<file path="config.mk">
export PLATFORM = sky130hd
export DESIGN_NAME = instr_fetch_unit
export DESIGN_NICKNAME = d
export VERILOG_FILES = /design/src/rtl/instr_fetch_unit.sv
export SDC_FILE = /design/constraint.sdc
export NUM_CORES = 1
export LEC_CHECK = 0
export CAP_MARGIN = 20
export CELL_PAD_IN_SITES_DETAIL_PLACEMENT = 2
export CELL_PAD_IN_SITES_GLOBAL_PLACEMENT = 2
export CORE_UTILIZATION = 40
export CTS_CLUSTER_DIAMETER = 120
export DETAILED_ROUTE_END_ITERATION = 10
export GPL_TIMING_DRIVEN = 0
export PLACE_DENSITY = 0.81
export SLEW_MARGIN = 20
export SYNTH_ARGS = -nofsm -noshare
export SYNTH_HDL_FRONTEND = slang
export SYNTH_SLANG_ARGS = --single-unit
export TNS_END_PERCENT = 100
</file>
<file path="constraint.sdc">
create_clock -name clk -period 3.35 [get_ports clk]
set_input_delay 0.67 -clock clk [delete_from_list [all_inputs] [get_ports clk]]
set_output_delay 0.67 -clock clk [all_outputs]
set_load 0.03 [all_outputs]
</file>
<file path="src/rtl/instr_fetch_unit.sv">
// Instruction fetch unit: program counter, circular return stack and a
// req/valid program-memory fetch FSM that feeds instr_current to the decoder.
module instr_fetch_unit #(
   parameter int                  PC_WIDTH     = 13,
   parameter int                  INSTR_WIDTH  = 14,
   parameter int                  STACK_DEPTH  = 8,
   parameter logic [PC_WIDTH-1:0] RESET_VECTOR = '0
) (
   input  logic                   clk,
   input  logic                   rst,
   input  logic                   incr_pc_en,
   input  logic                   instr_rd_en,
   input  logic                   pc_load_en,
   input  logic [PC_WIDTH-1:0]    pc_load_addr,
   input  logic                   stack_push_en,
   input  logic                   stack_pop_en,
   input  logic                   flush_en,
   output logic [PC_WIDTH-1:0]    pmem_addr,
   output logic                   pmem_rd_req,
   input  logic [INSTR_WIDTH-1:0] pmem_rd_data,
   input  logic                   pmem_rd_valid,
   output logic [INSTR_WIDTH-1:0] instr_current,
   output logic                   fetch_busy,
   output logic [PC_WIDTH-1:0]    pc_out,
   output logic                   stack_overflow,
   output logic                   stack_underflow,
   output logic                   stack_conflict
);

   // state | meaning
   // IDLE  | no fetch outstanding
   // REQ   | request out, data will load instr_current
   // DROP  | request out after a flush, data will be discarded
   typedef enum logic [1:0] {IDLE, REQ, DROP} state_t;

   localparam int SP_W  = $clog2(STACK_DEPTH);
   localparam int CNT_W = $clog2(STACK_DEPTH + 1);

   state_t                  r_state, w_state_nxt;
   logic [PC_WIDTH-1:0]     r_pc, w_pc_nxt;
   logic [PC_WIDTH-1:0]     r_addr, w_addr_nxt;
   logic                    r_req, w_req_nxt;
   logic [INSTR_WIDTH-1:0]  r_instr, w_instr_nxt;
   logic                    r_busy;
   logic [SP_W-1:0]         r_sp, w_sp_dec;
   logic [CNT_W-1:0]        r_count;
   logic                    r_ovf, r_unf, r_cfl;
   logic [PC_WIDTH-1:0]     r_stack [STACK_DEPTH];
   logic                    w_push, w_pop, w_conflict;

   assign w_push     = stack_push_en & ~stack_pop_en;
   assign w_pop      = stack_pop_en & ~stack_push_en;
   assign w_conflict = stack_push_en & stack_pop_en;
   assign w_sp_dec   = r_sp - SP_W'(1);

   // A cancelled pop (conflict) leaves incr_pc_en free to win.
   always_comb begin
      w_pc_nxt = r_pc;
      if (pc_load_en)
         w_pc_nxt = pc_load_addr;
      else if (w_pop)
         w_pc_nxt = r_stack[w_sp_dec];
      else if (incr_pc_en)
         w_pc_nxt = r_pc + PC_WIDTH'(1);
   end

   always_ff @(posedge clk or negedge rst) begin
      if (!rst) begin
         r_pc    <= RESET_VECTOR;
         r_sp    <= '0;
         r_count <= '0;
         r_ovf   <= 1'b0;
         r_unf   <= 1'b0;
         r_cfl   <= 1'b0;
      end else begin
         r_pc <= w_pc_nxt;
         if (w_push) begin
            r_sp <= r_sp + SP_W'(1);
            if (r_count == CNT_W'(STACK_DEPTH))
               r_ovf <= 1'b1;
            else
               r_count <= r_count + CNT_W'(1);
         end else if (w_pop) begin
            r_sp <= w_sp_dec;
            if (r_count == '0)
               r_unf <= 1'b1;
            else
               r_count <= r_count - CNT_W'(1);
         end
         if (w_conflict)
            r_cfl <= 1'b1;
      end
   end

   // Stack contents are deliberately left unreset.
   always_ff @(posedge clk) begin
      if (w_push)
         r_stack[r_sp] <= r_pc;
   end

   always_comb begin
      w_state_nxt = r_state;
      w_addr_nxt  = r_addr;
      w_req_nxt   = r_req;
      w_instr_nxt = r_instr;
      case (r_state)
         IDLE: begin
            if (flush_en) begin
               w_instr_nxt = '0;
            end else if (instr_rd_en) begin
               w_addr_nxt  = r_pc;
               w_req_nxt   = 1'b1;
               w_state_nxt = REQ;
            end
         end
         REQ: begin
            if (pmem_rd_valid) begin
               w_instr_nxt = flush_en ? '0 : pmem_rd_data;
               w_req_nxt   = 1'b0;
               w_state_nxt = IDLE;
            end else if (flush_en) begin
               w_instr_nxt = '0;
               w_state_nxt = DROP;
            end
         end
         DROP: begin
            if (flush_en)
               w_instr_nxt = '0;
            if (pmem_rd_valid) begin
               w_req_nxt   = 1'b0;
               w_state_nxt = IDLE;
            end
         end
         default: begin
            w_req_nxt   = 1'b0;
            w_state_nxt = IDLE;
         end
      endcase
   end

   always_ff @(posedge clk or negedge rst) begin
      if (!rst) begin
         r_state <= IDLE;
         r_addr  <= RESET_VECTOR;
         r_req   <= 1'b0;
         r_instr <= '0;
         r_busy  <= 1'b0;
      end else begin
         r_state <= w_state_nxt;
         r_addr  <= w_addr_nxt;
         r_req   <= w_req_nxt;
         r_instr <= w_instr_nxt;
         r_busy  <= (w_state_nxt != IDLE);
      end
   end

   assign pmem_addr       = r_addr;
   assign pmem_rd_req     = r_req;
   assign instr_current   = r_instr;
   assign fetch_busy      = r_busy;
   assign pc_out          = r_pc;
   assign stack_overflow  = r_ovf;
   assign stack_underflow = r_unf;
   assign stack_conflict  = r_cfl;

endmodule

</file>
==> results.py, run 1 <==
metrics = {
    "drt": {
        "wl_met3_microns": 864,
        "routed_wl_microns": 20200,
        "wl_per_cell_microns": 26.1,
        "vias_per_cell": 5.53,
        "via_count": 4289,
        "drt_iter0_drc": 281,
        "route.detailed.drc": 0,
        "drtPass1Iterations": 4,
        "ant_nets": 0,
        "wl_met1_microns": 8030,
        "wl_met2_microns": 10800,
        "top_layer": "met4",
    },
    "placement": {
        "place_congestion": 0.763,
        "io_buffers": 79,
        "pre_cts_ws_ns": 0.186,
        "hpwl_microns": 13200,
    },
    "global_routing": {
        "grt_max_degree": 35,
        "overflow": 0,
        "grt_pass1_wl_microns": 31100,
        "grt_util_all_layers": 0.250,
        "grt_pass1_vias": 4962,
        "antenna_found_initial": 0,
    },
    "clock_network": {
        "htreeDepth": 4,
        "ctsRootBufferMaster": "clkbuf_16",
        "clk_pin_slew_ns": 0.07,
        "cts.sink_count": 158,
        "clock_path_buffers": 2,
        "cts_resized": 0,
        "cts_buffers": 17,
        "tritoncts": "done",
        "postCtsHoldBufs": 0,
        "clock_latency_ns": 0.45,
        "postCtsSetupRepairBufs": 0,
    },
    "cells_and_area": {
        "utilization": 0.521,
        "layout.nets": 592,
        "diodes": 0,
        "multi_input_area_sq_mm": 0.00214,
        "area_growth_syn_to_layout_pct": 27.5,
        "fillCellCount": 1501,
        "final-seq-area_sq_mm": 0.00447,
        "layout-drive-gt1-share": 0.173,
    },
    "floorplanning": {
        "core_sq_mm": 0.0165,
        "die_w_microns": 132,
        "ioPinCount": 81,
        "die-area_sq_mm": 0.0174,
        "start_util": 0.409,
        "die_height_microns": 132,
        "rows": 47,
    },
    "synth": {
        "synth-edff-count": 104,
        "yosysSeqAreaShare": 0.662,
        "postSynthCellCount": 435,
        "synthTopCellsByArea": "edfxtp_1 (46%), dfrtp_1 (20%), mux4_1 (4.7%), mux4_2 (4.0%), ha_1 (2.6%)",
        "synth_top_area_share": 0.462,
        "yosys_most_used_dff": "edfxtp_1",
        "netlist_area_sq_mm": 0.00676,
        "avgSynthCellArea_sq_um": 15.5,
        "yosys.area.top_type": "edfxtp_1",
        "synthArstFlopShare": 0.342,
        "syn-num-nets": 485,
        "yosysMostFrequentCell": "edfxtp_1",
        "ys_ff_latch": 158,
        "synth.top_cells.by_count": "edfxtp_1 (104), dfrtp_1 (54), nand2_1 (42)",
        "yosysWarnings": 0,
        "synth_cell_types": 51,
    },
    "power": {
        "leakage_nw": 3.17,
        "finalPower_w": 0.00772,
        "peakVddDrop_mv": 0.422,
        "cellPowerDensity_mw_per_mm2": 897,
    },
    "worst_setup_path": {
        "crit_type": "reg2reg",
        "rr_startpoint": "r_sp[0]",
        "worstReg2RegEnd": "pc_out[10]",
        "cp.arrival_ns": 3.26,
        "cp_max_fo": 10,
        "reg2reg_depth": 8,
        "cp-start-kind": "flop",
        "rrSetupSlack_ns": 0.37,
        "cp-end-kind": "flop",
        "required_ns": 3.62,
    },
    "sta": {
        "rsz0062_at_grt": "false",
        "fin_crit_ns": 2.98,
        "maxSlewViolCount": 0,
        "setup_ws_ns": 0.365,
        "tns_ns": 0,
        "fin_crit_sh": 0.891,
        "setup_violations": 0,
        "fmax_mhz": 335,
        "worstMarginPinSlew_ns": 0.833,
        "finClkSkew_ns": 0.0179,
        "hold_viol_final": 0,
        "slew_headroom": 0.442,
    },
    "hold_path": {
        "worstHoldPathType": "in2async",
    },
    "status": {
        "status": "completed",
    },
    "flow_run": {
        "max_cap_viol_count": 0,
    },
}
-- logic make-up (layout without fill, tap and decap cells) --
logic type / after synthesis / after routing / synth area share
flip-flops: 158 / 158 / 0.662
AND/OR/NAND/NOR: 101 / 101 / 0.0729
AO/OA/AOI/OAI: 56 / 56 / 0.0550
multiplexers: 53 / 53 / 0.132
buffers and inverters: 35 / 155 / 0.0255
XOR/XNOR: 18 / 18 / 0.0261
adder cells (fa/ha/maj): 14 / 14 / 0.0259
-- placed cells by master (no fill, tap or decap), types with 7 or more instances in the layout --
cell	instances
a21oi_1	22
buf_2	9
buf_6	8
clkbuf_16	17
clkdlybuf4s50_1	78
dfrtp_1	54
edfxtp_1	104
ha_1	14
inv_1	15
mux2_2	15
mux2i_1	14
mux4_1	12
mux4_2	12
nand2_1	42
nor2_1	12
o21ai_0	7
xnor2_1	12
-- state kept, by name, indices dropped and copies added, names as in the netlist --
signal           count
fetch_busy           1
r_state              2
stack_underflow      1
pmem_addr           13
stack_overflow       1
r_count              4
r_sp                 3
instr_current       14
stack_conflict       1
r_stack            104
pmem_rd_req          1
pc_out              13
-- power by group --
part | switching (W) | internal [W]
registers | 0.000331 | 0.00248
logic | 0.00149 | 0.00121
clock network | 0.000810 | 0.00141
-- worst max path at each step --
stage / start / to / slack [ns]
after CTS: r_sp[0] / pc_out[1] / 0.31
after global routing: r_sp[0] / pc_out[10] / 0.24
after floorplan: stack_pop_en / r_stack[2][0] / 0.89
after global placement: stack_push_en / r_stack[2][0] / -0.67
after detailed placement: stack_push_en / r_stack[2][0] / 0.19
final: r_sp[0] / pc_out[10] / 0.37
-- layer usage --
layer,up-vias,global-route usage
li1,1870,-
met1,2255,0.293
met2,127,0.437
met3,37,0.0619
met4,0,0.103
met5,-,0
-- worst max-delay path, stage by stage, from the launching register on --
cell and delay, ns:
dfrtp_1 0.40, buf_4 0.25, inv_1 0.15, buf_2 0.26
ha_1 0.35, buf_2 0.29, mux4_1 0.64, o32ai_1 0.36
a211oi_1 0.12
-- layout make-up --
class | count | area share
clock buffer | 20 | 0.0519
multi-input combinational | 242 | 0.248
buffer | 19 | 0.0131
sequential | 158 | 0.519
timing repair buffer | 88 | 0.104
inverter | 16 | 0.00697
clock inverter | 12 | 0.0250
tap | 220 | 0.0320
-- per-stage QoR --
step           cells  hold slack (ns)  area (sq um)
5_1_grt          775            0.141          8610
6_report         775            0.129          8610
3_3_place_gp     734            0.457          7820
4_1_cts          775            0.129          8610
2_1_floorplan    435            0.374          6760
3_5_place_dp     743            0.465          7950
No activity file was read; power rests on OpenSTA's default activity.
==> run 2, diff against run 1 <==
==> constraint.sdc (replaced) <==
create_clock -name clk -period 3.22 [get_ports clk]
set_input_delay 0.644 -clock clk [delete_from_list [all_inputs] [get_ports clk]]
set_output_delay 0.644 -clock clk [all_outputs]
set_load 0.03 [all_outputs]
==> results of run 2 <==
The final DEF is identical to that of run 1. Status: completed.
Among the figures that moved: setup slack after placement 0.186 ns -> 0.0824 ns; setup slack after layout 0.365 ns -> 0.235 ns; hold slack 0.129 ns -> 0.103 ns; register-to-register setup slack 0.37 ns -> 0.24 ns; total power 0.00772 W -> 0.00804 W; worst IR drop on VDD 0.422 mV -> 0.440 mV
